### src/rtl/wb_pkg.sv
// Shared constants for the write-back port arbiter: data/address widths,
// requester index assignments and a small index-width helper.
package wb_pkg;

  localparam int XLEN         = 32;
  localparam int AW           = 5;
  localparam int NREQ_DEFAULT = 3;

  localparam int REQ_ALU = 0;
  localparam int REQ_LSU = 1;
  localparam int REQ_MDU = 2;

  // Width of an index into n requesters; never below 1 bit.
  function automatic int idx_w(input int n);
    return (n > 1) ? $clog2(n) : 1;
  endfunction

endpackage

### src/rtl/rr_arbiter.sv
// Round-robin arbiter: searches from ptr upward (wrapping) for the first set
// request and moves ptr just past the winner when advance is high.
module rr_arbiter
  import wb_pkg::*;
#(
  parameter  int NREQ = NREQ_DEFAULT,
  localparam int IW   = idx_w(NREQ)
) (
  input  logic            clk,
  input  logic            rst,
  input  logic [NREQ-1:0] req,
  input  logic            advance,
  output logic [NREQ-1:0] gnt,
  output logic [IW-1:0]   gnt_idx
);

  logic [IW-1:0]   ptr_reg;
  logic [IW-1:0]   ptr_next;
  logic [NREQ-1:0] gnt_next;
  logic [IW-1:0]   idx_next;
  logic            found;
  int              pos;

  always_comb begin
    gnt_next = '0;
    idx_next = '0;
    found    = 1'b0;
    pos      = 0;
    for (int k = 0; k < NREQ; k++) begin
      pos = int'(ptr_reg) + k;
      if (pos >= NREQ) pos = pos - NREQ;
      if (!found && req[pos]) begin
        found         = 1'b1;
        gnt_next[pos] = 1'b1;
        idx_next      = IW'(pos);
      end
    end
  end

  always_comb begin
    ptr_next = ptr_reg;
    if (advance && found) begin
      ptr_next = (idx_next == IW'(NREQ - 1)) ? '0 : idx_next + IW'(1);
    end
  end

  always_ff @(posedge clk) begin
    if (rst) ptr_reg <= '0;
    else     ptr_reg <= ptr_next;
  end

  assign gnt     = gnt_next;
  assign gnt_idx = idx_next;

endmodule

### src/rtl/wb_port_arbiter.sv
// Shares the register-file write port among the write-back sources: x0 writes
// are absorbed, one non-x0 write per cycle is granted round-robin and registered.
module wb_port_arbiter
  import wb_pkg::*;
#(
  parameter int NREQ = NREQ_DEFAULT,
  parameter int XLEN = wb_pkg::XLEN,
  parameter int AW   = wb_pkg::AW,
  parameter int CNTW = 16
) (
  input  logic                 clk,
  input  logic                 rst,
  input  logic [NREQ-1:0]      req_valid,
  input  logic [NREQ*AW-1:0]   req_rd,
  input  logic [NREQ*XLEN-1:0] req_data,
  output logic [NREQ-1:0]      req_ready,
  output logic                 rf_we,
  output logic [AW-1:0]        rf_rd,
  output logic [XLEN-1:0]      rf_wd,
  output logic [CNTW-1:0]      contention_cnt
);

  localparam int IW = idx_w(NREQ);

  logic [NREQ-1:0] is_x0;
  logic [NREQ-1:0] nz_req;
  logic [NREQ-1:0] gnt;
  logic [IW-1:0]   gnt_idx;
  logic            gnt_any;
  logic            denied;

  logic            rf_we_reg;
  logic [AW-1:0]   rf_rd_reg;
  logic [XLEN-1:0] rf_wd_reg;
  logic [CNTW-1:0] cnt_reg;

  genvar gi;
  generate
    for (gi = 0; gi < NREQ; gi++) begin : g_req
      assign is_x0[gi]     = req_valid[gi] && (req_rd[gi*AW +: AW] == '0);
      assign nz_req[gi]    = req_valid[gi] && (req_rd[gi*AW +: AW] != '0);
      // x0 writes bypass arbitration; nothing is accepted while in reset.
      assign req_ready[gi] = !rst && (is_x0[gi] || gnt[gi]);
    end
  endgenerate

  rr_arbiter #(.NREQ(NREQ)) u_rr (
    .clk     (clk),
    .rst     (rst),
    .req     (nz_req),
    .advance (!rst),
    .gnt     (gnt),
    .gnt_idx (gnt_idx)
  );

  assign gnt_any = |gnt;
  assign denied  = |(nz_req & ~gnt);

  always_ff @(posedge clk) begin
    if (rst) begin
      rf_we_reg <= 1'b0;
      rf_rd_reg <= '0;
      rf_wd_reg <= '0;
    end else if (gnt_any) begin
      rf_we_reg <= 1'b1;
      rf_rd_reg <= req_rd[int'(gnt_idx)*AW +: AW];
      rf_wd_reg <= req_data[int'(gnt_idx)*XLEN +: XLEN];
    end else begin
      rf_we_reg <= 1'b0;
    end
  end

  // Saturating: a long stall must not wrap back to a small count.
  always_ff @(posedge clk) begin
    if (rst)                          cnt_reg <= '0;
    else if (denied && cnt_reg != '1) cnt_reg <= cnt_reg + CNTW'(1);
  end

  assign rf_we          = rf_we_reg;
  assign rf_rd          = rf_rd_reg;
  assign rf_wd          = rf_wd_reg;
  assign contention_cnt = cnt_reg;

endmodule

### config.mk
export PLATFORM = sky130hd
export DESIGN_NAME = wb_port_arbiter
export DESIGN_NICKNAME = d
export VERILOG_FILES = /design/src/rtl/wb_pkg.sv /design/src/rtl/rr_arbiter.sv /design/src/rtl/wb_port_arbiter.sv
export SDC_FILE = /design/constraint.sdc
export NUM_CORES = 1
export LEC_CHECK = 0
export ABC_AREA = 1
export CELL_PAD_IN_SITES_DETAIL_PLACEMENT = 0
export CELL_PAD_IN_SITES_GLOBAL_PLACEMENT = 1
export CORE_ASPECT_RATIO = 1.5
export CORE_MARGIN = 1.5
export CORE_UTILIZATION = 28
export CTS_BUF_LIST = sky130_fd_sc_hd__clkbuf_16
export CTS_CLUSTER_SIZE = 25
export DETAILED_ROUTE_END_ITERATION = 10
export PLACE_DENSITY_LB_ADDON = 0.1
export SETUP_SLACK_MARGIN = 0.05
export SYNTH_ARGS = -nofsm -noshare
export SYNTH_HDL_FRONTEND = slang
export SYNTH_SLANG_ARGS = --single-unit
### constraint.sdc
create_clock -name clk -period 2.9 [get_ports clk]
set_input_delay 0.87 -clock clk [delete_from_list [all_inputs] [get_ports clk]]
set_output_delay 0.87 -clock clk [all_outputs]
set_load 0.05 [all_outputs]
# Word-level counts from Yosys, hierarchy flattened

Index checks and enable logic that the tools add are counted.

Word-level logic and storage cells: 89
Register bits after elaboration: 56

$mul: 1
$lt $le $gt $ge: 9
$add $sub $neg: 7
Reductions and logical operators: 30
Equal/unequal tests: 2
Shift operators: 2
Multiplexer cells: 29
Bitwise operators: 4

Operator list:

| cell                  | number |
|---|---|
| $ge 32x1->1 const B   | 3 |
| $lt 32x4->1 const B   | 3 |
| $mux 32               | 3 |
| $shiftx 96x8->32      | 1 |
| $ge 32x3->1 const B   | 2 |
| $sub 32x3->32 const B | 2 |
| $add 16x1->16 const B | 1 |
| $logic_and 1x1->1     | 16 |
| $ne 16x16->1 const B  | 1 |
| $logic_not 5->1       | 3 |
| $reduce_bool 5->1     | 3 |
| $shiftx 15x6->5       | 1 |
| $mux 1                | 13 |
| $mux 3                | 3 |
| $mux 2                | 4 |
| $bmux 1 s2            | 3 |
| $demux 1 s2           | 3 |
| $or 3x3->3            | 2 |
| $reduce_or 3->1       | 2 |
| $mul 2x3->5 const B   | 1 |
| $add 2x1->3 const B   | 1 |
| $add 2x2->3 const B   | 1 |
| $and 3x3->3           | 1 |
| $logic_not 1->1       | 3 |
| other kinds (6)       | 8 |

# Depth between registers and ports, before layout

Gate-level depths: netlist of the first run.

Depth after elaboration: 16
Depth in mapped cells: 18
Depth with buffers taken out: 16

# By module

A second synthesis of the first run with hierarchy kept.

Cells, all modules: 539
Area, all modules: 3415.8 um^2

Modules (own cells, without submodules):

| module          | area an instance (um^2) | instances | sequential area each (um^2) | cells an instance |
|---|---|---|---|---|
| wb_port_arbiter | 3035.4                  | 1         | 1081.0                      | 474 |
| rr_arbiter      | 380.4                   | 1         | 40.0                        | 65 |

# Worst setup path before layout of the first run

Ideal clock, no wire load.

Path kind: input-to-output
From: in req_rd[3]
To: out req_ready[2]
Cell stages on the path: 13
Arrival time: 2.153 ns
Setup slack: -0.123 ns
Data required time: 2.030 ns
Cell sequence: nor2_1 > nand3_2 > nand3_2 > nand3_2 > nand2_4 > nand2_1 > inv_2 > nand3_2 > inv_2 > nor2_1 > o21ai_0 > nand2_1 > inv_1

Word-level cells in the longest chain between the ends: 14
Elaborated cells on any way between the ends: 24
Those cells by class: mux (14); bitwise (2); reduce/logical (8)

Ends and longest elaborated chain:

| what                                      | line                  | source |
|---|---|---|
| from (decl)                               | wb_port_arbiter.sv:14 | `input logic [NREQ*AW-1:0] req_rd,` |
| $reduce_bool 5->1 (*)                     | wb_port_arbiter.sv:41 | `assign nz_req[gi] = req_valid[gi] && (req_rd[gi*AW +: AW] != '0);` |
| $logic_and 1x1->1 (*)                     | wb_port_arbiter.sv:41 |  |
| $bmux 1 s2                                | rr_arbiter.sv:32      | `if (!found && req[pos]) begin` |
| $mux 1 (implied by the code) (2 in a row) | rr_arbiter.sv:32      |  |
| $mux 1                                    | rr_arbiter.sv:32      |  |
| $logic_not 1->1                           | rr_arbiter.sv:32      |  |
| $logic_and 1x1->1                         | rr_arbiter.sv:32      |  |
| $mux 1                                    | rr_arbiter.sv:32      |  |
| $logic_not 1->1                           | rr_arbiter.sv:32      |  |
| $logic_and 1x1->1                         | rr_arbiter.sv:32      |  |
| $mux 3 (*)                                | rr_arbiter.sv:32      |  |
| $logic_or 1x1->1 (*)                      | wb_port_arbiter.sv:43 | `assign req_ready[gi] = !rst && (is_x0[gi] \|\| gnt[gi]);` |
| $logic_and 1x1->1 (*)                     | wb_port_arbiter.sv:43 |  |
| to (decl)                                 | wb_port_arbiter.sv:16 | `output logic [NREQ-1:0] req_ready,` |

Mark *: on every way between the ends. The rest lies on a longest branch, timed or not. The select of a mux whose other input is x is not followed.

# Worst setup path after layout of the first run

From: in req_valid[0]
To: out req_ready[2]

Word-level cells in the longest chain between the ends: 13
Elaborated cells on any way between the ends: 23
Those cells by class: mux (14); bitwise (2); reduce/logical (7)

Ends and longest elaborated chain:

| what                                      | line                  | source |
|---|---|---|
| from (decl)                               | wb_port_arbiter.sv:13 | `input logic [NREQ-1:0] req_valid,` |
| $logic_and 1x1->1 (*)                     | wb_port_arbiter.sv:41 |  |
| $bmux 1 s2                                | rr_arbiter.sv:32      |  |
| $mux 1 (implied by the code) (2 in a row) | rr_arbiter.sv:32      |  |
| $mux 1                                    | rr_arbiter.sv:32      |  |
| $logic_not 1->1                           | rr_arbiter.sv:32      |  |
| $logic_and 1x1->1                         | rr_arbiter.sv:32      |  |
| $mux 1                                    | rr_arbiter.sv:32      |  |
| $logic_not 1->1                           | rr_arbiter.sv:32      |  |
| $logic_and 1x1->1                         | rr_arbiter.sv:32      |  |
| $mux 3 (*)                                | rr_arbiter.sv:32      |  |
| $logic_or 1x1->1 (*)                      | wb_port_arbiter.sv:43 |  |
| $logic_and 1x1->1 (*)                     | wb_port_arbiter.sv:43 |  |

Marked as above.

==> results.txt, run 1 <==
Status = complete, but fails checks
Failing checks = setup timing
Starting Density = 0.289
Worst vdd ir = 0.490 mV
H-tree depth = 2
DR pass1 iterations = 4
Global Route Usage Sum = 0.182
Largest family of logic cells by synthesized area = simple AND/OR/NAND/NOR gates
Comb pwr share = 0.746
Sw frac = 0.523
Die Y = 145 um
Part of the power in registers = 0.157
Antenna Nets Post-Route = 0
CP endpoint kind = output pin
FILL cells = 1324
CTS tree = built
Pwr Total = 7.44 mW
Post-synthesis compound-gate area fraction = 0.147
Critical Path RT = 2.03 ns
Synth Area in Adders = 0.0166
GR Overflow Total = 0
Static Leak = 2.58 nW
Clock Skews = 0.00961 ns
Core ar. = 13100 um2
Endpoints failing setup = 3
Commonest cells after routing, fill and taps aside = 170 x nand2_1, 151 x clkdlybuf4s50_1, 92 x nor2_1
Commonest non-fill, non-tap cell in the layout = nand2_1
Die Area = 14200 um2
WHS = 0.489 ns
Via count = 4428
Vias/cell = 4.67
Synth Area in XOR/XNOR = 0.0301
Max transition margin = 0.630
Area Growth Syn to Fin = 64.0%
Clock sink count = 56
DP HPWL = 10200 um
I/O pin count = 173
Max FFs per register = 32
Clock root buffer = clkbuf_16
Pin count of the biggest net entering global routing = 30
CTS Buffer Depth = 2
Number of global-route vias before repair = 4317
Sequential Area = 1120 um2
Final nets = 909
DRT Wirelength = 13100 um
Mux share of post-synthesis cell area = 0
Final WS setup = -0.158 ns
Final Max Slew Viols = 0
Design area = 6200 um2
Total CTS buffers = 5
Final Hold Viols = 0
Simple-Gate Fraction of Synth Area = 0.412
Layout cells sized above 1 = 0.209
Clk slew on worst S/H paths = 0.08 ns
Initial DRC Count = 105
Multi-input logic area = 2450 um2
Max cap viols = 0
Synth cell types = 29
Switch Pwr = 3.89 mW
Dpl cell area = 5840 um2
Syn Nets = 720
RSZ-0062 raised after global routing = yes
WP data arrival = 2.19 ns
# rows = 51
Final Cycle Share = 1.05
Final Critical Period = 3.06 ns
Mapped Cells = 599
CP Max Fanout = 6
Sequential fraction of the synthesis area = 0.297
CP Launch Type = primary input
DRC = 0
Wire length per cell = 13.8 um
Clock Latency Late Sink = 0.30 ns
Syn Area/Cell = 6.31 um2
Peak Freq = 0.327 GHz
Worst-Margin Slew = 0.554 ns
Clock power share = 0.096
Initial antenna violation count = 1
CP Class = primary input to output pin
PD cells = 1200 nW/um2
HP Class = register to register
PortBufs = 172
Yosys warning count = 0
P_int = 3.55 mW
First-pass GRT wire length = 21000 um
Synthesized cell area = 3780 um2
Register bit total from synthesis = 56
RD Place Congestion = 0.804
Sum Neg Setup Slack = -0.422 ns
Die width = 97.9 um
[Yosys cell counts]
| master | n | area (um2) |
|---|---|---|
| nand3b_1 | 1 | 7.51 |
| o21ai_2 | 2 | 17.5 |
| o21ai_0 | 22 | 110 |
| nand2_1 | 179 | 672 |
| nor3_1 | 5 | 25.0 |
| nand3_2 | 7 | 70.1 |
| ha_1 | 5 | 62.6 |
| buf_4 | 3 | 22.5 |
| inv_2 | 6 | 22.5 |
| o21ai_1 | 20 | 100 |
| buf_2 | 9 | 45.0 |
| nand2_2 | 26 | 163 |
| buf_6 | 8 | 90.1 |
| a21oi_1 | 31 | 155 |
| nand3_1 | 40 | 200 |
| a21oi_2 | 19 | 166 |
| dfxtp_1 | 56 | 1120 |
| nor2_2 | 1 | 6.26 |
| inv_1 | 29 | 109 |
| nor2_4 | 1 | 11.3 |
| xnor2_1 | 4 | 35.0 |
| xor2_1 | 9 | 78.8 |
| nor2_1 | 98 | 368 |
| nand4_1 | 4 | 25.0 |
| nand2_4 | 1 | 11.3 |
| clkbuf_1 | 9 | 33.8 |
| buf_12 | 2 | 40.0 |
| clkinv_1 | 1 | 3.75 |
| o211ai_1 | 1 | 7.51 |
[area by class of cell]
cell class                      count  share of cell area
Timing Repair Buffer              213               0.340
Inverter                           36              0.0232
Multi-Input combinational cell    476               0.396
Clock buffer                        5              0.0202
Antenna cell                        1            0.000404
Sequential cell                    56               0.181
Clock inverter                      3             0.00747
Tap cell                          159              0.0321
[critical path, cell delays in order]
cell	delay (ns)
dlygate4sd2_1	0.29
nand3_2	0.12
nand3_4	0.09
nand2_4	0.08
nand2_2	0.08
inv_2	0.04
nand3_2	0.06
inv_2	0.04
nor2_2	0.10
o21ai_1	0.07
nand2_1	0.10
clkinvlp_4	0.10
buf_8	0.15
[path summary, 6_finish.rpt]
kind / from / end / slack [ns] / depth (start not counted)
setup / recovery: req_valid[0] / req_ready[2] / -0.16 / 13
hold / removal: contention_cnt[15] / contention_cnt[15] / 0.49 / 2
setup reg to reg: u_rr.ptr_reg[0] / rf_wd[28] / 0.41 / 17
hold reg to reg: contention_cnt[15] / contention_cnt[15] / 0.49 / 2
[routing by layer]
| layer | global-route usage | vias to the layer above | routed length [um] |
|---|---|---|---|
| li1 | - | 2287 | - |
| met1 | 0.195 | 1996 | 5070 |
| met2 | 0.342 | 135 | 6900 |
| met3 | 0.0544 | 10 | 961 |
| met4 | 0.0421 | 0 | 131 |
| met5 | 0 | - | 0 |
[repair_timing]
action	CTS	global route
buffers inserted	6	3
resized for setup	102	19
endpoints found under the setup margin	39	3
hold buffers	0	0
pin swaps	18	11
[metrics by stage]
step | std cells | worst slack (ns) | util
final | 949 | -0.158 | 0.474
after global placement | 931 | -0.706 | 0.447
after detailed placement | 931 | -0.715 | 0.447
after CTS | 945 | -0.169 | 0.469
after floorplan | 599 | -0.0685 | -
after global routing | 948 | -0.255 | 0.474
[power by group through the flow]
stage | registers, mW | logic [mW] | clock network [mW]
after floorplan | 1.92 | 3.13 | 0
after global placement | 1.17 | 5.37 | 0
after detailed placement | 1.18 | 5.43 | 0
after CTS | 1.17 | 5.54 | 0.746
after global routing | 1.20 | 6.12 | 0.776
final | 1.17 | 5.56 | 0.717
[logic make-up (layout without fill, tap and decap cells)]
group,after synthesis,count (layout)
XOR/XNOR,13,13
buffers and inverters,67,257
AND/OR/NAND/NOR,363,363
adder cells (fa/ha/maj),5,5
flip-flops,56,56
other,0,1
AO/OA/AOI/OAI,95,95
No activity file was read; power rests on OpenSTA's default activity.
==> run 2: changes to the inputs <==
--- a/config.mk
+++ b/config.mk
@@ -10,10 +10,12 @@
 export CELL_PAD_IN_SITES_GLOBAL_PLACEMENT = 1
 export CORE_ASPECT_RATIO = 1.5
 export CORE_MARGIN = 1.5
-export CORE_UTILIZATION = 28
+export CORE_UTILIZATION = 42
 export CTS_BUF_LIST = sky130_fd_sc_hd__clkbuf_16
 export CTS_CLUSTER_SIZE = 25
 export DETAILED_ROUTE_END_ITERATION = 10
+export DONT_BUFFER_PORTS = 1
+export GPL_TIMING_DRIVEN = 0
 export PLACE_DENSITY_LB_ADDON = 0.1
 export SETUP_SLACK_MARGIN = 0.05
 export SYNTH_ARGS = -nofsm -noshare
==> run 2 against run 1 <==
  * Maximum frequency grew 1.4%
  * Die area fell by 33%
  * Sequential cell count unchanged
  * Hold slack gained 0.055 ns
  * Count of clock-buffer cells in the layout is the same
  * The run still ends with setup timing left
  * Core utilization rose by 2.6 points
  * Largest cell class unchanged
  * Worst setup slack gained 0.041 ns
  * Critical path depth shrank 1
  * Power decreased by 11%
  * Cell area down 29%
  * First-iteration DRC count up 21%
  * Combinational power fell by 27%
  * Largest power group unchanged
==> results.txt, run 2 (same netlist as run 1, synthesis figures left out) <==
Max cap viols = 0 (unchanged)
Placed cell count = 709 (was 931)
Via count = 3797 (was 4428)
Max transition margin = 0.562 (was 0.630)
WP data arrival = 2.15 ns (was 2.19 ns)
Clock root buffer = clkbuf_16 (unchanged)
HP Class = register to register (unchanged)
Clock Skews = 0.00524 ns (was 0.00961 ns)
Clock sink count = 56 (unchanged)
I/O pin count = 173 (unchanged)
Peak Freq = 0.332 GHz (was 0.327 GHz)
Pin count of the biggest net entering global routing = 17 (was 30)
Clock Latency Late Sink = 0.30 ns (about the same)
GR Overflow Total = 0 (unchanged)
Clk slew on worst S/H paths = 0.07 ns (was 0.08 ns)
H-tree depth = 2 (unchanged)
Pwr Total = 6.66 mW (was 7.44 mW)
Worst vdd ir = 0.724 mV (was 0.490 mV)
First-pass GRT wire length = 17300 um (was 21000 um)
CP endpoint kind = output pin (unchanged)
RSZ-0062 raised after global routing = yes (unchanged)
Die Y = 119 um (was 145 um)
CTS Buffer Depth = 2 (unchanged)
Total CTS buffers = 5 (unchanged)
Post-Place Worst Slack = -0.295 ns (was -0.715 ns)
Wire length per cell = 15.3 um (was 13.8 um)
Fin util = 0.500 (was 0.474)
Number of global-route vias before repair = 3670 (was 4317)
CP Launch Type = primary input (unchanged)
Endpoints failing setup = 3 (unchanged)
Status = complete, but fails checks (unchanged)
Core ar. = 8780 um2 (was 13100 um2)
Hold Buf Count CTS = 0 (unchanged)
DP HPWL = 8730 um (was 10200 um)
N_diodes = 0 (was 1)
Design area = 4390 um2 (was 6200 um2)
Initial antenna violation count = 0 (was 1)
Final WS setup = -0.117 ns (was -0.158 ns)
WHS = 0.545 ns (was 0.489 ns)
CTS tree = built (unchanged)
Static Leak = 1.87 nW (was 2.58 nW)
CP Class = primary input to output pin (unchanged)
PortBufs = 0 (was 172)
Global Route Usage Sum = 0.233 (was 0.182)
DRT Wirelength = 11200 um (was 13100 um)
CP Max Fanout = 4 (was 6)
Starting Density = 0.431 (was 0.289)
Dpl cell area = 3940 um2 (was 5840 um2)
Die Area = 9590 um2 (was 14200 um2)
DR pass1 iterations = 4 (unchanged)
Failing checks = setup timing (unchanged)
Initial DRC Count = 127 (was 105)
Area Growth Syn to Fin = 16.2% (was 64.0%)
Commonest non-fill, non-tap cell in the layout = nand2_1 (unchanged)
Sum Neg Setup Slack = -0.253 ns (was -0.422 ns)
Final Cycle Share = 1.04 (was 1.05)
Final Critical Period = 3.02 ns (was 3.06 ns)
DRC = 0 (unchanged)
Antenna Nets Post-Route = 0 (unchanged)
Final Max Slew Viols = 0 (unchanged)
PD cells = 1520 nW/um2 (was 1200 nW/um2)
Vias/cell = 5.19 (was 4.67)
RD Place Congestion = 0.873 (was 0.804)
Worst-Margin Slew = 0.657 ns (was 0.554 ns)
Final nets = 741 (was 909)
Final Hold Viols = 0 (unchanged)
# rows = 42 (was 51)
Layout cells sized above 1 = 0.216 (was 0.209)
Max FFs per register = 32 (unchanged)
Commonest cells after routing, fill and taps aside = 171 x nand2_1, 92 x nor2_1, 52 x dfxtp_1 (was 170 x nand2_1, 151 x clkdlybuf4s50_1, 92 x nor2_1)
Fin cells = 731 (was 949)
Critical Path RT = 2.03 ns (about the same)
Die width = 80.5 um (was 97.9 um)
==> run 2: cell count changes in the layout (fill, tap and decap cells not counted), sizes merged <==
cell | before | now
buf | 60 | 36
bufinv | 1 | 0
clkbuf | 6 | 14
clkdlybuf4s50 | 151 | 0
diode | 1 | 0
dlygate4sd2 | 1 | 0
inv | 35 | 36
==> run 2: worst paths after layout <==
kind / start / to / slack (ns) / cells past startpoint
worst max register to register: contention_cnt[3] / contention_cnt[15] / 0.35 / 8
worst min register to register: u_rr.ptr_reg[1] / u_rr.ptr_reg[1] / 0.54 / 2
worst min-delay path: u_rr.ptr_reg[1] / u_rr.ptr_reg[1] / 0.54 / 2
worst max-delay path: req_rd[6] / req_ready[2] / -0.12 / 12
==> run 2: power by group <==
group	switching (mW)	leakage [nW]	internal [mW]	total, mW
sequential	0.946	0.464	1.04	1.98
combinational	2.51	1.33	1.56	4.07
clock	0.283	0.0764	0.317	0.600
total	3.74	1.87	2.92	6.66
==> run 2: layout make-up <==
type                            instances  area (um2)
Fill cell                             928        4390
Multi-Input combinational cell        476        2490
Sequential cell                        56        1130
Buffer                                 31         231
Inverter                               36         149
Tap cell                              110         138
Clock buffer                            5         125
Timing Repair Buffer                   14         105
Clock inverter                          3        16.3
==> run 2: worst max-delay path, cell delays in order <==
cell and delay, ns:
nor2_4 0.10, nand3_4 0.12, nand2_2 0.09, inv_1 0.05, nand3_1 0.10, nand2_2 0.11
nand3_4 0.12, inv_4 0.04, nor2_4 0.10, o21ai_1 0.07, nand2_1 0.10, clkinvlp_4 0.26
==> run 2: timing repair <==
action / CTS / global route
setup buffers: 5 / 9
setup endpoints to repair: 3 / 13
gates resized for setup: 34 / 13
gates cloned: 0 / 0
pin swaps: 12 / 12
==> run 2: per-layer routing <==
layer	GRT usage	up-vias	share of wire
li1	-	1941	-
met3	0.0736	20	0.083
met5	0	-	0
met2	0.434	135	0.53
met4	0.0905	0	0.026
met1	0.232	1701	0.36
==> run 3: changes to the inputs <==
--- a/config.mk
+++ b/config.mk
@@ -18,6 +18,7 @@
 export GPL_TIMING_DRIVEN = 0
 export PLACE_DENSITY_LB_ADDON = 0.1
 export SETUP_SLACK_MARGIN = 0.05
+export SLEW_MARGIN = 0
 export SYNTH_ARGS = -nofsm -noshare
 export SYNTH_HDL_FRONTEND = slang
 export SYNTH_SLANG_ARGS = --single-unit
==> results of run 3 <==
No change in the layout: final DEF, timing and power equal those of run 2.
